## src/rtl/switch_snapshot_in.sv

```systemverilog
// switch_snapshot_in
//   Captures the 24 board switches into a snapshot register when the confirm
//   button is pressed. The CPU reads the snapshot back through three
//   memory-mapped 16-bit registers:
//     SNAP_ADDR+0 : snapshot[15:0]               (read clears DataReady)
//     SNAP_ADDR+2 : {8'h00, snapshot[23:16]}     (no side effect)
//     SNAP_ADDR+4 : {14'h0, Overrun, DataReady}  (read clears Overrun)
//
// Configuration macro SWITCH_DEBOUNCE_EN:
//   defined   -> the button passes through a 4-state debounce FSM. A capture
//                happens only after DEBOUNCE_CYCLES consecutive high samples.
//   undefined -> there is no debounce. A capture happens on the rising edge
//                of the synchronized button.
//
// Ports
//   clk          system clock; all state changes on its rising edge
//   rst          asynchronous active-low reset
//   SwitchInput  raw switches (asynchronous)
//   ConfirmBtn   raw confirm button, active-high (asynchronous, bouncing)
//   SwitchCtrl   MMIO chip select
//   IORead       CPU IO read strobe
//   ALU_addr     low byte of the CPU load address
//   SwitchData   combinational read data
//   DataReady    snapshot valid and unread (also drives an LED)
module switch_snapshot_in #(
   parameter int         DEBOUNCE_CYCLES = 20000,
   parameter logic [7:0] SNAP_ADDR       = 8'h70
) (
   input  logic        clk,
   input  logic        rst,
   input  logic [23:0] SwitchInput,
   input  logic        ConfirmBtn,
   input  logic        SwitchCtrl,
   input  logic        IORead,
   input  logic [7:0]  ALU_addr,
   output logic [15:0] SwitchData,
   output logic        DataReady
);

   localparam logic [7:0] ADDR_LO   = SNAP_ADDR;
   localparam logic [7:0] ADDR_HI   = SNAP_ADDR + 8'd2;
   localparam logic [7:0] ADDR_STAT = SNAP_ADDR + 8'd4;

   // ---------------------------------------------------------------------
   // Two-flop synchronizers for the asynchronous inputs
   // ---------------------------------------------------------------------
   logic [23:0] sw_s1, sw_s2;
   logic        btn_s1, btn_s2;

   always_ff @(posedge clk or negedge rst) begin
      if (!rst) begin
         sw_s1  <= '0;
         sw_s2  <= '0;
         btn_s1 <= 1'b0;
         btn_s2 <= 1'b0;
      end else begin
         sw_s1  <= SwitchInput;
         sw_s2  <= sw_s1;
         btn_s1 <= ConfirmBtn;
         btn_s2 <= btn_s1;
      end
   end

   // ---------------------------------------------------------------------
   // Capture pulse generation
   // ---------------------------------------------------------------------
   logic capture;

`ifdef SWITCH_DEBOUNCE_EN
   typedef enum logic [1:0] {
      STABLE_LO = 2'd0,
      WAIT_HI   = 2'd1,
      STABLE_HI = 2'd2,
      WAIT_LO   = 2'd3
   } db_state_t;

   localparam int            CW   = $clog2(DEBOUNCE_CYCLES + 1);
   // The sample that moves the FSM into a WAIT state counts as the first
   // sample. The FSM therefore commits on the sample that brings the run
   // to DEBOUNCE_CYCLES, which happens when cnt already holds
   // DEBOUNCE_CYCLES-1.
   localparam logic [CW-1:0] LAST = CW'(DEBOUNCE_CYCLES - 1);

   db_state_t       state;
   logic [CW-1:0]   cnt;

   // Decoded from registered state so that the snapshot loads on the same
   // edge that moves the FSM into STABLE_HI.
   assign capture = (state == WAIT_HI) && btn_s2 && (cnt >= LAST);

   always_ff @(posedge clk or negedge rst) begin
      if (!rst) begin
         state <= STABLE_LO;
         cnt   <= '0;
      end else begin
         case (state)
            STABLE_LO: begin
               if (btn_s2) begin
                  state <= WAIT_HI;
                  cnt   <= CW'(1);
               end
            end
            WAIT_HI: begin
               if (!btn_s2) begin
                  state <= STABLE_LO;
                  cnt   <= '0;
               end else if (cnt >= LAST) begin
                  state <= STABLE_HI;
                  cnt   <= '0;
               end else begin
                  cnt   <= cnt + CW'(1);
               end
            end
            STABLE_HI: begin
               if (!btn_s2) begin
                  state <= WAIT_LO;
                  cnt   <= CW'(1);
               end
            end
            WAIT_LO: begin
               if (btn_s2) begin
                  state <= STABLE_HI;
                  cnt   <= '0;
               end else if (cnt >= LAST) begin
                  state <= STABLE_LO;
                  cnt   <= '0;
               end else begin
                  cnt   <= cnt + CW'(1);
               end
            end
            default: begin
               state <= STABLE_LO;
               cnt   <= '0;
            end
         endcase
      end
   end
`else
   logic btn_prev;

   // The debounce length has no meaning without the FSM. Keep the
   // parameter referenced so that both builds share one parameter list.
   logic unused_cfg;
   assign unused_cfg = (DEBOUNCE_CYCLES > 0);

   assign capture = btn_s2 & ~btn_prev;

   always_ff @(posedge clk or negedge rst) begin
      if (!rst) btn_prev <= 1'b0;
      else      btn_prev <= btn_s2;
   end
`endif

   // ---------------------------------------------------------------------
   // Snapshot / status registers
   // ---------------------------------------------------------------------
   logic [23:0] snapshot;
   logic        overrun;
   logic        rd;
   logic        rd_lo, rd_stat;

   assign rd      = SwitchCtrl & IORead;
   assign rd_lo   = rd && (ALU_addr == ADDR_LO);
   assign rd_stat = rd && (ALU_addr == ADDR_STAT);

   always_ff @(posedge clk or negedge rst) begin
      if (!rst) begin
         snapshot  <= '0;
         DataReady <= 1'b0;
         overrun   <= 1'b0;
      end else begin
         // A capture takes priority over a clearing read in the same cycle.
         // The CPU has already seen the old value on SwitchData, and the new
         // value stays flagged as unread.
         if (capture) begin
            snapshot  <= sw_s2;
            DataReady <= 1'b1;
         end else if (rd_lo) begin
            DataReady <= 1'b0;
         end

         if (capture && DataReady)
            overrun <= 1'b1;
         else if (rd_stat)
            overrun <= 1'b0;
      end
   end

   // ---------------------------------------------------------------------
   // Zero-latency read mux for the single-cycle CPU load path
   // ---------------------------------------------------------------------
   always_comb begin
      SwitchData = 16'h0000;
      if (rd) begin
         if (ALU_addr == ADDR_LO)
            SwitchData = snapshot[15:0];
         else if (ALU_addr == ADDR_HI)
            SwitchData = {8'h00, snapshot[23:16]};
         else if (ALU_addr == ADDR_STAT)
            SwitchData = {14'h0000, overrun, DataReady};
      end
   end

endmodule

```

## config.mk

```make
export PLATFORM = sky130hd
export DESIGN_NAME = switch_snapshot_in
export DESIGN_NICKNAME = d
export VERILOG_FILES = /design/src/rtl/switch_snapshot_in.sv
export SDC_FILE = /design/constraint.sdc
export NUM_CORES = 1
export LEC_CHECK = 0
export CELL_PAD_IN_SITES_DETAIL_PLACEMENT = 1
export CELL_PAD_IN_SITES_GLOBAL_PLACEMENT = 2
export CORE_MARGIN = 5
export CORE_UTILIZATION = 35
export CTS_BUF_LIST = sky130_fd_sc_hd__clkbuf_2 sky130_fd_sc_hd__clkbuf_4 sky130_fd_sc_hd__clkbuf_8
export CTS_CLUSTER_DIAMETER = 100
export DETAILED_ROUTE_END_ITERATION = 12
export HOLD_SLACK_MARGIN = 0.05
export PLACE_DENSITY_LB_ADDON = 0.1
export SLEW_MARGIN = 25
export SYNTH_ARGS = -nofsm -noshare
export SYNTH_HDL_FRONTEND = slang
export SYNTH_SLANG_ARGS = --single-unit
```

## constraint.sdc

```tcl
create_clock -name clk -period 1.5 [get_ports clk]
set_clock_uncertainty 0.15 [all_clocks]
set_input_delay 0.3 -clock clk [delete_from_list [all_inputs] [get_ports clk]]
set_output_delay 0.3 -clock clk [all_outputs]
set_load 0.01 [all_outputs]
```

Yosys cells after proc, flatten, opt, wreduce, memory -nomap -nowiden
Cells that the tools add are included.
{"block": "classes", "n_mux": 8, "eq_ne": 3, "bitwise_logic": 3, "n_reduce_logical": 5}
{"op": "$mux W16", "n": 2}
{"op": "$eq A8 B7 Y1 const B", "n": 3}
{"op": "$mux W8", "n": 1}
{"op": "$mux W1", "n": 4}
{"op": "$reduce_bool A2 Y1", "n": 2}
{"op": "$logic_and A1 B1 Y1", "n": 3}
{"op": "$and A1 B1 Y1", "n": 2}
{"op": "$mux W2", "n": 1}
{"op": "$not A1 Y1", "n": 1}
{"block": "word_totals", "elab_cells": 27, "output_inout_bits": 17, "in_bits": 37, "reg_bits": 77}

Longest topological paths before layout
Gate-level depths: netlist (run 1).
{"block": "depth", "word_depth": 5, "depth_mapped": 5}

Worst setup path after synthesis (run 1)
Ideal clock, no wire load.
{"block": "synth_timing", "path_type": "in2out", "from": "input ALU_addr[7]", "to": "output SwitchData[10]", "path_buffers": 1, "stages": 4, "slack_ns": -0.005, "arrival_time_ns": 1.055, "t_required_ns": 1.050, "cell_sequence": "and4b_2 -> and4_1 -> buf_2 -> and2_1"}
{"block": "synth_via", "elab_chain_len": 3}
{"element": "start: declaration", "line": "35", "text": "input logic [7:0] ALU_addr,"}
{"element": "$eq A8 B7 Y1", "line": "195", "text": "if (ALU_addr == ADDR_LO)"}
{"element": "$mux W16", "line": "195"}
{"element": "$mux W16", "line": "194", "text": "if (rd) begin"}
{"element": "end: declaration", "line": "36", "text": "output logic [15:0] SwitchData,"}
Every way passes these cells.

Worst setup path in the final report (run 1)
{"block": "layout_timing", "from": "input ALU_addr[7]", "to": "output SwitchData[5]"}
{"block": "layout_via", "elab_chain_len": 4, "elab_cells_between_ends": 5}
{"element": "$eq A8 B7 Y1", "line": "197", "text": "else if (ALU_addr == ADDR_HI)"}
{"element": "$mux W8", "line": "197"}
{"element": "$mux W16 (*)", "line": "195"}
{"element": "$mux W16 (*)", "line": "194"}
Every way passes the cells marked *; elsewhere a longest branch is shown, timed or not.

==> flow_metrics.py, run 1 <==
metrics = {
    "outcome": {
        "outcome": "finished, violations left",
        "violations": "setup timing",
    },
    "setup_path": {
        "critPathMaxStageDelay_ns": 0.32,
        "r2r-start": "btn_prev",
        "end_kind": "primary output",
        "crit_chain": "buf_6 > and4b_2 > nand3_4 > buf_6 > nor3_4 > buf_2",
        "worstReg2RegEnd": "snapshot[3]",
        "rrSetupSlack_ns": 0.09,
        "rr_worst_depth": 3,
        "cp_common_cell": "buf_6",
        "worst_ep_required_time_ns": 1.05,
        "worstPathMaxFanout": 7,
        "cp_slowest_cell": "and4b_2",
        "arrival_ns": 1.35,
        "worst_path_dominant_cell_family": "simple AND/OR/NAND/NOR gates",
        "crit_type": "in -> out",
        "cp-start-kind": "input port",
        "worst-path-buf-inv": 3,
    },
    "placement": {
        "port_buffers": 53,
        "routabilityCongestion": 0.6944,
        "post-dp-hpwl_um": 3345,
        "placed_cell_area_um2": 3229,
    },
    "power_and_ir_drop": {
        "p_switching_mw": 0.9147,
        "leakage_nw": 1.595,
        "combPwrFrac_pct": 8.7,
        "power_frac_clock_pct": 34.8,
        "p_int_mw": 3.168,
        "p_per_area_nw_per_um2": 1148,
        "peakVddDrop_mv": 0.8308,
        "p_seq_share_pct": 56.5,
        "switching_share_pct": 22.41,
        "power_mw": 4.082,
    },
    "clock_tree": {
        "path_clk_slew_ns": 0.07,
        "cts_sinks": 77,
        "h-tree-depth": 3,
        "cts_buffers": 9,
        "cts_tree": "yes",
        "root_buffer": "clkbuf_8",
        "clkLatencyLatePin_ns": 0.34,
        "clockBufferDepth": 2,
    },
    "finish": {
        "postLayoutCellArea_um2": 3556,
        "area_growth_pct": 40.55,
        "fin_util_pct": 49.82,
        "antennaDiodeCount": 0,
        "layout-drive-gt1-share_pct": 37.66,
        "fin_nets": 264,
    },
    "global_route": {
        "grt_usage_pct": 12.62,
        "grt_pass1_vias": 1609,
        "antenna_found_initial": 0,
        "grt_max_degree": 78,
        "grt_pass1_wl_um": 8148,
        "overflow": 0,
    },
    "sta": {
        "drv_slew": 0,
        "worst_pin_slew_ns": 0.4000,
        "post-route-period-util_pct": 119.8,
        "totalNegativeSetupSlack_ns": -3.897,
        "post-route-min-period_ns": 1.797,
        "hold_viol_final": 0,
        "finalWorstSetupSlack_ns": -0.2967,
        "slew_headroom_pct": 73.33,
        "rsz0062_at_grt": "yes",
        "fmax_mhz": 556.6,
        "finalSetupViolCount": 16,
        "holdWs_ns": 0.2011,
    },
    "drt": {
        "vias": 1427,
        "routed_wl_um": 5016,
        "route.detailed.drc": 0,
        "dr.pass1.iters": 3,
        "avgViaCountPerCell": 4.324,
        "wl_per_cell_um": 15.20,
        "postRouteAntennaNets": 0,
        "drt_iter0_drc": 32,
    },
    "synthesis": {
        "synth_cells": 146,
        "syn_area_um2": 2530,
        "synth_area_leaders": "dfrtp_1 76%, mux2_1 8.0%, mux2i_1 3.2%, mux2_2 2.7%, and2_1 2.2%",
        "yosys.area_share.adder_pct": 0,
        "synth_top_family_by_area": "multiplexers",
        "yosys.area.top_type": "dfrtp_1",
        "yosysWarnings": 0,
        "synth.top_cell.area_share_pct": 76.16,
        "ys_types": 24,
        "synthMuxAreaShare_pct": 13.85,
        "ys_ff_latch": 77,
        "ys_seq_area_share_pct": 76.16,
        "synthSimpleGateAreaFrac_pct": 6.726,
        "syn_nets": 183,
        "synth_xor_area_share_pct": 0,
        "synth-compound-area-share_pct": 1.236,
        "synth_area_per_cell_um2": 17.33,
    },
    "min_path": {
        "hp-class": "reg -> reg",
        "holdCritStartpoint": "sw_s1[19]",
        "holdPathStages": 0,
        "whs_endpoint": "sw_s2[19]",
    },
    "floorplanning": {
        "core.rowCount": 31,
        "pin_count": 54,
        "die_area_um2": 9029,
        "start_util_pct": 35.45,
        "fp.coreArea_um2": 7137,
        "dieWidth_um": 95.02,
        "die_y_um": 95.02,
    },
    "job": {
        "max_cap_viol_count": 0,
    },
}
-- cells in the final DEF (no fill, tap or decap), types with 2 or more instances in the layout --
master,netlist,final
nor3_4,0,4
mux2i_1,8,6
clkbuf_8,0,12
nor3_2,0,2
buf_12,0,3
buf_2,2,20
clkdlybuf4s50_1,0,25
and2_4,0,2
buf_6,2,8
mux2i_2,0,2
buf_4,2,13
mux2_1,18,18
and4_4,0,2
and2_1,9,7
mux2_2,6,6
dfrtp_1,77,77
dlygate4sd2_1,0,3
nor2_4,0,2
nor2b_2,1,2
clkinvlp_4,0,2
-- cell families after synthesis --
group	Yosys count
multiplexers	32
AO/OA/AOI/OAI	4
AND/OR/NAND/NOR	26
buffers and inverters	7
flip-flops	77
-- power by group through the flow --
stage | Combinational [mW] | Sequential (mW) | Clock (mW)
CTS | 0.358 | 2.31 | 1.49
floorplan | 0.146 | 2.32 | 0
global placement | 0.301 | 2.33 | 0
global route | 0.391 | 2.33 | 1.58
finish | 0.354 | 2.31 | 1.42
detailed placement | 0.320 | 2.35 | 0
-- Yosys cell counts --
library cell / count
a21oi_1: 1
a221o_1: 1
a2bb2oi_1: 1
and2_1: 9
and2b_1: 1
and4_1: 1
and4b_2: 1
buf_2: 2
buf_4: 2
buf_6: 2
dfrtp_1: 77
inv_1: 1
mux2_1: 18
mux2_2: 6
mux2i_1: 8
nand2_1: 1
nand3_4: 1
nor2_1: 2
nor2_2: 1
nor2b_1: 1
nor2b_2: 1
nor3_1: 6
o21bai_1: 1
or2_1: 1
-- worst max path at each step --
stage	startpoint	end	slack, ns	depth (start not counted)
global route	ALU_addr[7]	SwitchData[5]	-0.37	6
CTS	ALU_addr[7]	SwitchData[5]	-0.34	6
detailed placement	ALU_addr[5]	SwitchData[11]	-1.13	5
finish	ALU_addr[7]	SwitchData[5]	-0.30	6
floorplan	ALU_addr[7]	SwitchData[10]	-0.005	4
global placement	ALU_addr[5]	SwitchData[14]	-1.03	5
-- registers in the layout (all words and copies together), names as in the netlist --
signal,count
DataReady,1
btn_prev,1
btn_s1,1
btn_s2,1
overrun,1
snapshot,24
sw_s1,24
sw_s2,24
-- metal layers --
layer / GRT usage, % / share of wire (%)
met4: 5.769 / 0.80
met3: 4.736 / 6.1
met2: 21.55 / 54
met5: 0 / 0
met1: 13.97 / 39
-- area by class of cell --
class / count / area, um^2
Clock buffer: 12 / 165.2
Sequential cell: 77 / 1927
Clock inverter: 3 / 20.02
Fill cell: 750 / 3581
Timing Repair Buffer: 75 / 655.6
Inverter: 1 / 3.754
Tap cell: 99 / 123.9
Multi-Input combinational cell: 63 / 660.6
-- metrics by stage --
stage,cells,worst slack [ns]
global placement,301,-1.029
CTS,328,-0.3360
finish,330,-0.2967
detailed placement,301,-1.127
global route,330,-0.3690
floorplan,146,-0.005437
-- what timing repair did --
| action | CTS | global route |
|---|---|---|
| hold buffers | 1 | 0 |
| cloned | 1 | 0 |
| resized for setup | 121 | 4 |
| pin swaps | 15 | 2 |
| setup buffers | 10 | 2 |
| setup endpoints to repair | 19 | 16 |
| hold endpoints to repair | 77 | 0 |
Power figures use the tool's default switching activity.
==> run 2: changes to the inputs <==
--- a/config.mk
+++ b/config.mk
@@ -9,8 +9,8 @@
 export CELL_PAD_IN_SITES_GLOBAL_PLACEMENT = 2
 export CORE_MARGIN = 5
 export CORE_UTILIZATION = 35
-export CTS_BUF_LIST = sky130_fd_sc_hd__clkbuf_2 sky130_fd_sc_hd__clkbuf_4 sky130_fd_sc_hd__clkbuf_8
 export CTS_CLUSTER_DIAMETER = 100
+export CTS_CLUSTER_SIZE = 25
 export DETAILED_ROUTE_END_ITERATION = 12
 export HOLD_SLACK_MARGIN = 0.05
 export PLACE_DENSITY_LB_ADDON = 0.1
==> results of run 2 <==
No change in the layout: final DEF, timing and power equal those of run 1.
